## src/rtl/alu_rr_scheduler.sv

```systemverilog
`default_nettype none
// ============================================================================
// Module   : alu_rr_scheduler
// Purpose  : Round-robin sharing of one N-bit add/sub/and/xor ALU between
//            NREQ valid/ready requesters, with a tagged, registered response.
// Revision : 1.0 - initial release
// ============================================================================
module alu_rr_scheduler #(
    parameter  int N    = 8,
    parameter  int NREQ = 4,
    localparam int IDW  = $clog2(NREQ)
) (
    input  logic              clk,
    input  logic              rst,
    input  logic [NREQ-1:0]   req_valid,
    output logic [NREQ-1:0]   req_ready,
    input  logic [NREQ*N-1:0] req_a,
    input  logic [NREQ*N-1:0] req_b,
    input  logic [NREQ*3-1:0] req_op,
    output logic              rsp_valid,
    input  logic              rsp_ready,
    output logic [N-1:0]      rsp_result,
    output logic [IDW-1:0]    rsp_id,
    output logic              rsp_carry,
    output logic              rsp_zero,
    output logic              rsp_err,
    output logic              busy
);

    typedef enum logic [1:0] {
        S_IDLE = 2'b00,
        S_EXEC = 2'b01,
        S_RESP = 2'b10
    } state_t;

    localparam logic [IDW-1:0] c_ptr_last = IDW'(NREQ - 1);

    state_t         r_state;
    state_t         w_state_nxt;
    logic [IDW-1:0] r_ptr;
    logic [N-1:0]   r_a;
    logic [N-1:0]   r_b;
    logic [2:0]     r_op;
    logic [IDW-1:0] r_id;

    logic [N-1:0]   r_rsp_result;
    logic [IDW-1:0] r_rsp_id;
    logic           r_rsp_carry;
    logic           r_rsp_zero;
    logic           r_rsp_err;

    logic           w_gnt_found;
    logic [IDW-1:0] w_gnt_idx;
    logic           w_grant_ok;
    int             w_cand;
    logic [N:0]     w_wide;
    logic           w_alu_err;

    // First valid requester at or after the pointer, searching with wrap.
    always_comb begin
        w_gnt_found = 1'b0;
        w_gnt_idx   = '0;
        w_cand      = 0;
        for (int k = 0; k < NREQ; k++) begin
            w_cand = (int'(r_ptr) + k) % NREQ;
            if (!w_gnt_found && req_valid[IDW'(w_cand)]) begin
                w_gnt_found = 1'b1;
                w_gnt_idx   = IDW'(w_cand);
            end
        end
    end

    // Reset wins: no transfer may complete in a reset cycle.
    assign w_grant_ok = (r_state == S_IDLE) && w_gnt_found && !rst;

    always_ff @(posedge clk) begin
        if (rst) begin
            r_state <= S_IDLE;
        end else begin
            r_state <= w_state_nxt;
        end
    end

    always_comb begin
        w_state_nxt = r_state;
        req_ready   = '0;
        case (r_state)
            S_IDLE: begin
                if (w_gnt_found) begin
                    w_state_nxt = S_EXEC;
                end
                if (w_grant_ok) begin
                    req_ready = NREQ'(1) << w_gnt_idx;
                end
            end
            S_EXEC: w_state_nxt = S_RESP;
            S_RESP: begin
                if (rsp_ready) begin
                    w_state_nxt = S_IDLE;
                end
            end
            default: w_state_nxt = S_IDLE;
        endcase
    end

    // Zero-extended N+1-bit arithmetic: bit N is carry for add, borrow for sub.
    always_comb begin
        w_wide    = '0;
        w_alu_err = 1'b0;
        case (r_op)
            3'b000:  w_wide = {1'b0, r_a} + {1'b0, r_b};
            3'b001:  w_wide = {1'b0, r_a} - {1'b0, r_b};
            3'b010:  w_wide = {1'b0, r_a & r_b};
            3'b011:  w_wide = {1'b0, r_a ^ r_b};
            default: begin
                w_wide    = {1'b0, {N{1'b1}}};
                w_alu_err = 1'b1;
            end
        endcase
    end

    always_ff @(posedge clk) begin
        if (rst) begin
            r_ptr        <= '0;
            r_a          <= '0;
            r_b          <= '0;
            r_op         <= '0;
            r_id         <= '0;
            r_rsp_result <= '0;
            r_rsp_id     <= '0;
            r_rsp_carry  <= 1'b0;
            r_rsp_zero   <= 1'b0;
            r_rsp_err    <= 1'b0;
        end else begin
            if (w_grant_ok) begin
                r_a   <= req_a[w_gnt_idx*N +: N];
                r_b   <= req_b[w_gnt_idx*N +: N];
                r_op  <= req_op[w_gnt_idx*3 +: 3];
                r_id  <= w_gnt_idx;
                r_ptr <= (w_gnt_idx == c_ptr_last) ? '0 : w_gnt_idx + IDW'(1);
            end
            if (r_state == S_EXEC) begin
                r_rsp_result <= w_wide[N-1:0];
                r_rsp_id     <= r_id;
                r_rsp_carry  <= w_wide[N];
                r_rsp_zero   <= (w_wide[N-1:0] == '0);
                r_rsp_err    <= w_alu_err;
            end
        end
    end

    assign rsp_valid  = (r_state == S_RESP);
    assign busy       = (r_state != S_IDLE);
    assign rsp_result = r_rsp_result;
    assign rsp_id     = r_rsp_id;
    assign rsp_carry  = r_rsp_carry;
    assign rsp_zero   = r_rsp_zero;
    assign rsp_err    = r_rsp_err;

endmodule
`default_nettype wire

```

## config.mk

```make
export PLATFORM = sky130hd
export DESIGN_NAME = alu_rr_scheduler
export DESIGN_NICKNAME = d
export VERILOG_FILES = /design/src/rtl/alu_rr_scheduler.sv
export SDC_FILE = /design/constraint.sdc
export NUM_CORES = 1
export LEC_CHECK = 0
export ABC_AREA = 0
export ABC_CLOCK_PERIOD_IN_PS = 7300
export BUFFER_PORTS_ARGS = -buffer_cell sky130_fd_sc_hd__buf_2
export CAP_MARGIN = 10
export CORE_UTILIZATION = 54
export CTS_CLUSTER_SIZE = 28
export DETAILED_ROUTE_END_ITERATION = 12
export HOLD_SLACK_MARGIN = 0.03
export MAX_ROUTING_LAYER = met4
export PLACE_DENSITY = 0.86
export SYNTH_ARGS = -nofsm -noshare
export SYNTH_HDL_FRONTEND = slang
export SYNTH_SLANG_ARGS = --single-unit
```

## constraint.sdc

```tcl
create_clock -name clk -period 7.3 [get_ports clk]
set_clock_uncertainty 0.1 [all_clocks]
set_input_delay 0 -clock clk [delete_from_list [all_inputs] [get_ports clk]]
set_output_delay 0 -clock clk [all_outputs]
set_load 0.1 [all_outputs]
```

==> results.py <==
metrics = {
    "route": {
        "detail_route.wirelength_um": 10100,
        "drc": 0,
        "m1WireLength_um": 3580,
        "top_signal_layer_used": "met4",
        "route.vias.total": 3503,
        "drt-initial-drc-count": 302,
        "detail_route.wl_per_cell_um": 17.4,
        "post_drt_via_cell_ratio": 6.07,
        "met3WireLength_um": 806,
        "drt_first_pass_iters": 5,
        "drtAntennaViolNets": 0,
        "met2RoutedLength_um": 5140,
    },
    "pwr": {
        "irDropWorstVdd_mv": 0.157,
        "total_power_uw": 1120,
        "power-per-cell-area_nw_per_um2": 281,
        "power_leakage_uw": 0.00203,
    },
    "clocking": {
        "cts.repair_timing.setup_buffer_count": 0,
        "root_buffer_master": "sky130_fd_sc_hd__clkbuf_8",
        "cts_made_buffers": 5,
        "post_cts_hold_buffer_count": 57,
        "ctsLongestPathBuffers": 2,
        "clock_insertion_delay_worst_skew_ns": 0.30,
        "htreeDepth": 2,
        "cts_sinks": 38,
        "postCtsResizedCells": 0,
        "clk_pin_slew_ns": 0.07,
        "tritoncts_clock_tree": "built",
    },
    "placed_design": {
        "placement.io_buffers": 101,
        "postPlaceCellArea_um2": 3320,
        "dp_hpwl_um": 5540,
        "gpl.final_weighted_congestion": 0.894,
        "dp_cells": 514,
    },
    "worst_setup_path": {
        "crit_buf_inv": 4,
        "timing.critical_path.max_delay_family": "buffers and inverters",
        "path_cells": "a21oi_1, o21a_1, o22ai_2, buf_4, inv_1, nand2_1, nand3_1, dlygate4sd3_1, a31o_2, dlygate4sd3_1",
        "kind_of_critical_path": "reg -> reg",
        "r2r_start": "r_ptr[1]$_SDFFE_PP0P_",
        "required_ns": 7.38,
        "worstPathArrival_ns": 3.93,
        "delay_contributed_by_the_slowest_stage_of_the_critical_path_ns": 0.57,
        "worst_path_most_repeated_cell": "sky130_fd_sc_hd__dlygate4sd3_1",
        "crit_path_start_kind": "flop",
        "setup.worst_path.end_class": "flop",
        "crit_path_slowest_cell": "sky130_fd_sc_hd__dlygate4sd3_1",
        "critPathMaxFanout": 32,
        "worst_setup_path_startpoint": "r_ptr[1]$_SDFFE_PP0P_",
    },
    "synthesis": {
        "synth.yosys.warnings": 0,
        "syn_area_um2": 2790,
        "postSynthAreaPerCell_um2": 7.67,
        "mappedNetlistNets": 468,
        "async_reset_ff_share_pct": 0,
        "ys_dominant_reg_cell": "sky130_fd_sc_hd__dfxtp_1",
        "synth.ff_latch_count": 38,
        "netlist-cell-type-count": 51,
        "synthCells": 363,
        "ys_seq_area_share_pct": 27.3,
        "synth_enable_flop_cells": 0,
    },
    "sta": {
        "report.final.slew_viol_count": 0,
        "slew_worst_pin_ns": 1.10,
        "setup_tns_ns": 0,
        "final_hold_viol_count": 0,
        "hold_slack_ns": 0.106,
        "max_clock_freq_mhz": 260,
        "timing.max_slew.rel_slack_pct": 26.1,
        "layout_min_cycle_time_ns": 3.84,
        "rsz0062_at_grt": "no",
        "final_min_period_over_clock_period_pct": 52.7,
        "setup-violations-final": 0,
    },
    "die": {
        "rows": 25,
        "core_um2": 4850,
        "initial_standard_cell_utilization_of_the_core_pct": 57.4,
        "io_pins": 102,
        "die_area_um2": 5450,
        "floorplan.die.height_um": 73.8,
        "die-width_um": 73.8,
    },
    "hold_path": {
        "hp-class": "in -> reg",
        "holdCritStartpoint": "req_b[2]",
    },
    "grt": {
        "global_route_wire_length_before_repair_um": 16600,
        "grt_pass1_vias": 3637,
        "track_usage_pct": 41.8,
        "grt_remaining_overflow": 0,
        "initial_antenna_violation_count": 0,
        "maximum_number_of_pins_on_one_net_before_global_route_repair": 33,
    },
    "outcome": {
        "status": "complete, no violations",
    },
    "finish": {
        "layout.cell_area.non_filler_um2": 3970,
        "num-nets-final": 616,
        "antenna_cells_inserted": 0,
        "fin_cells": 577,
        "final_layout_size_suffix_gt1_share_pct": 24.9,
        "flow.area_growth_from_synthesis_pct": 42.6,
    },
    "flow_run": {
        "maxCapViolCount": 0,
    },
}
## stage by stage
step / setup slack (ns) / utilization, %
final: 3.46 / 81.9
after global routing: 3.36 / 81.9
after CTS: 3.75 / 81.9
after detailed placement: 3.95 / 68.4
after global placement: 4.06 / 68.4
after floorplan: 4.22 / -
## cells by family (layout without fill, tap and decap cells)
logic type / Yosys count / after routing / synth area share, %
simple gates: 152 / 152 / 25.2
compound gates: 92 / 92 / 22.4
flops: 38 / 38 / 27.3
buf+inv: 30 / 177 / 4.45
fa+ha+maj: 22 / 22 / 10.2
mux: 22 / 22 / 8.27
xor+xnor: 7 / 7 / 2.20
## path summary, 6_finish.rpt
kind	to	slack (ns)	cells past startpoint
setup / recovery	r_a[6]$_SDFFE_PP0P_	3.46	10
hold / removal	r_b[2]$_SDFFE_PP0P_	0.11	4
setup reg to reg	r_a[6]$_SDFFE_PP0P_	3.46	10
hold reg to reg	rsp_result[3]$_SDFFE_PP0N_	0.35	2
## placed cells by master (no fill, tap or decap), drive strengths merged, types with 2 or more instances in the layout
| master | netlist | layout |
|---|---|---|
| or2 | 4 | 4 |
| nand2 | 69 | 69 |
| a2bb2oi | 5 | 5 |
| ha | 21 | 21 |
| o211ai | 3 | 3 |
| mux2 | 5 | 5 |
| a211oi | 6 | 6 |
| nand3 | 11 | 11 |
| mux2i | 17 | 17 |
| nor2b | 3 | 3 |
| a21oi | 37 | 37 |
| dlygate4sd3 | 0 | 57 |
| dfxtp | 38 | 38 |
| o31ai | 8 | 8 |
| buf | 11 | 103 |
| or4 | 2 | 2 |
| xnor2 | 3 | 3 |
| and3 | 5 | 5 |
| inv | 11 | 11 |
| xor2 | 4 | 4 |
| clkbuf | 8 | 6 |
| nor3 | 12 | 12 |
| a211o | 11 | 11 |
| o21ai | 9 | 9 |
| nor2 | 25 | 25 |
| a31o | 3 | 3 |
| nand2b | 9 | 9 |
| and2 | 5 | 5 |
## registers in the layout, summed over array words and instances (netlist names)
register / count
r_state: 2
rsp_err: 1
r_op: 3
rsp_result: 8
r_ptr: 2
r_a: 8
r_b: 8
r_id: 2
rsp_id: 2
rsp_zero: 1
rsp_carry: 1
## worst register-to-register path, delay by kind of cell (launching register included)
kind,cells,cell delay [ns]
buffers and inverters,4,2.01
AO/OA/AOI/OAI,4,0.70
flip-flops,1,0.49
AND/OR/NAND/NOR,2,0.43
## area by class of cell
class	count	area, um2
Multi-Input combinational cell	295	1910
Timing Repair Buffer	160	1090
Fill cell	266	877
Sequential cell	38	761
Tap cell	67	83.8
Clock buffer	6	82.6
Inverter	11	41.3
## cell usage after synthesis (2+ instances only)
cell | count | area (um2)
sky130_fd_sc_hd__a211o_1 | 11 | 96.3
sky130_fd_sc_hd__a211oi_1 | 6 | 45.0
sky130_fd_sc_hd__a21oi_1 | 37 | 185
sky130_fd_sc_hd__a2bb2oi_1 | 5 | 43.8
sky130_fd_sc_hd__a31o_2 | 3 | 26.3
sky130_fd_sc_hd__and2_1 | 5 | 31.3
sky130_fd_sc_hd__and3_1 | 5 | 31.3
sky130_fd_sc_hd__buf_1 | 2 | 7.51
sky130_fd_sc_hd__buf_2 | 9 | 45.0
sky130_fd_sc_hd__clkbuf_1 | 8 | 30.0
sky130_fd_sc_hd__dfxtp_1 | 38 | 761
sky130_fd_sc_hd__ha_1 | 21 | 263
sky130_fd_sc_hd__inv_1 | 11 | 41.3
sky130_fd_sc_hd__mux2_2 | 3 | 33.8
sky130_fd_sc_hd__mux2i_1 | 17 | 170
sky130_fd_sc_hd__nand2_1 | 69 | 259
sky130_fd_sc_hd__nand2b_1 | 9 | 56.3
sky130_fd_sc_hd__nand3_1 | 11 | 55.1
sky130_fd_sc_hd__nor2_1 | 24 | 90.1
sky130_fd_sc_hd__nor2b_1 | 3 | 18.8
sky130_fd_sc_hd__nor3_1 | 12 | 60.1
sky130_fd_sc_hd__o211ai_1 | 3 | 22.5
sky130_fd_sc_hd__o21ai_0 | 9 | 45.0
sky130_fd_sc_hd__o31ai_1 | 7 | 52.6
sky130_fd_sc_hd__or2_2 | 3 | 18.8
sky130_fd_sc_hd__or4_1 | 2 | 15.0
sky130_fd_sc_hd__xnor2_1 | 3 | 26.3
sky130_fd_sc_hd__xor2_1 | 4 | 35.0
## per-layer routing
layer / GRT usage, % / up-vias
met5: - / -
met4: 26.1 / 0
met3: 11.8 / 61
met2: 71.0 / 242
met1: 42.3 / 1618
li1: - / 1582
## power breakdown
part	total [uW]	internal (uW)	switching [uW]
sequential	297	243	53.1
clock	147	72.9	74.1
combinational	673	275	398
total	1120	591	525
Power figures use the tool's default switching activity.
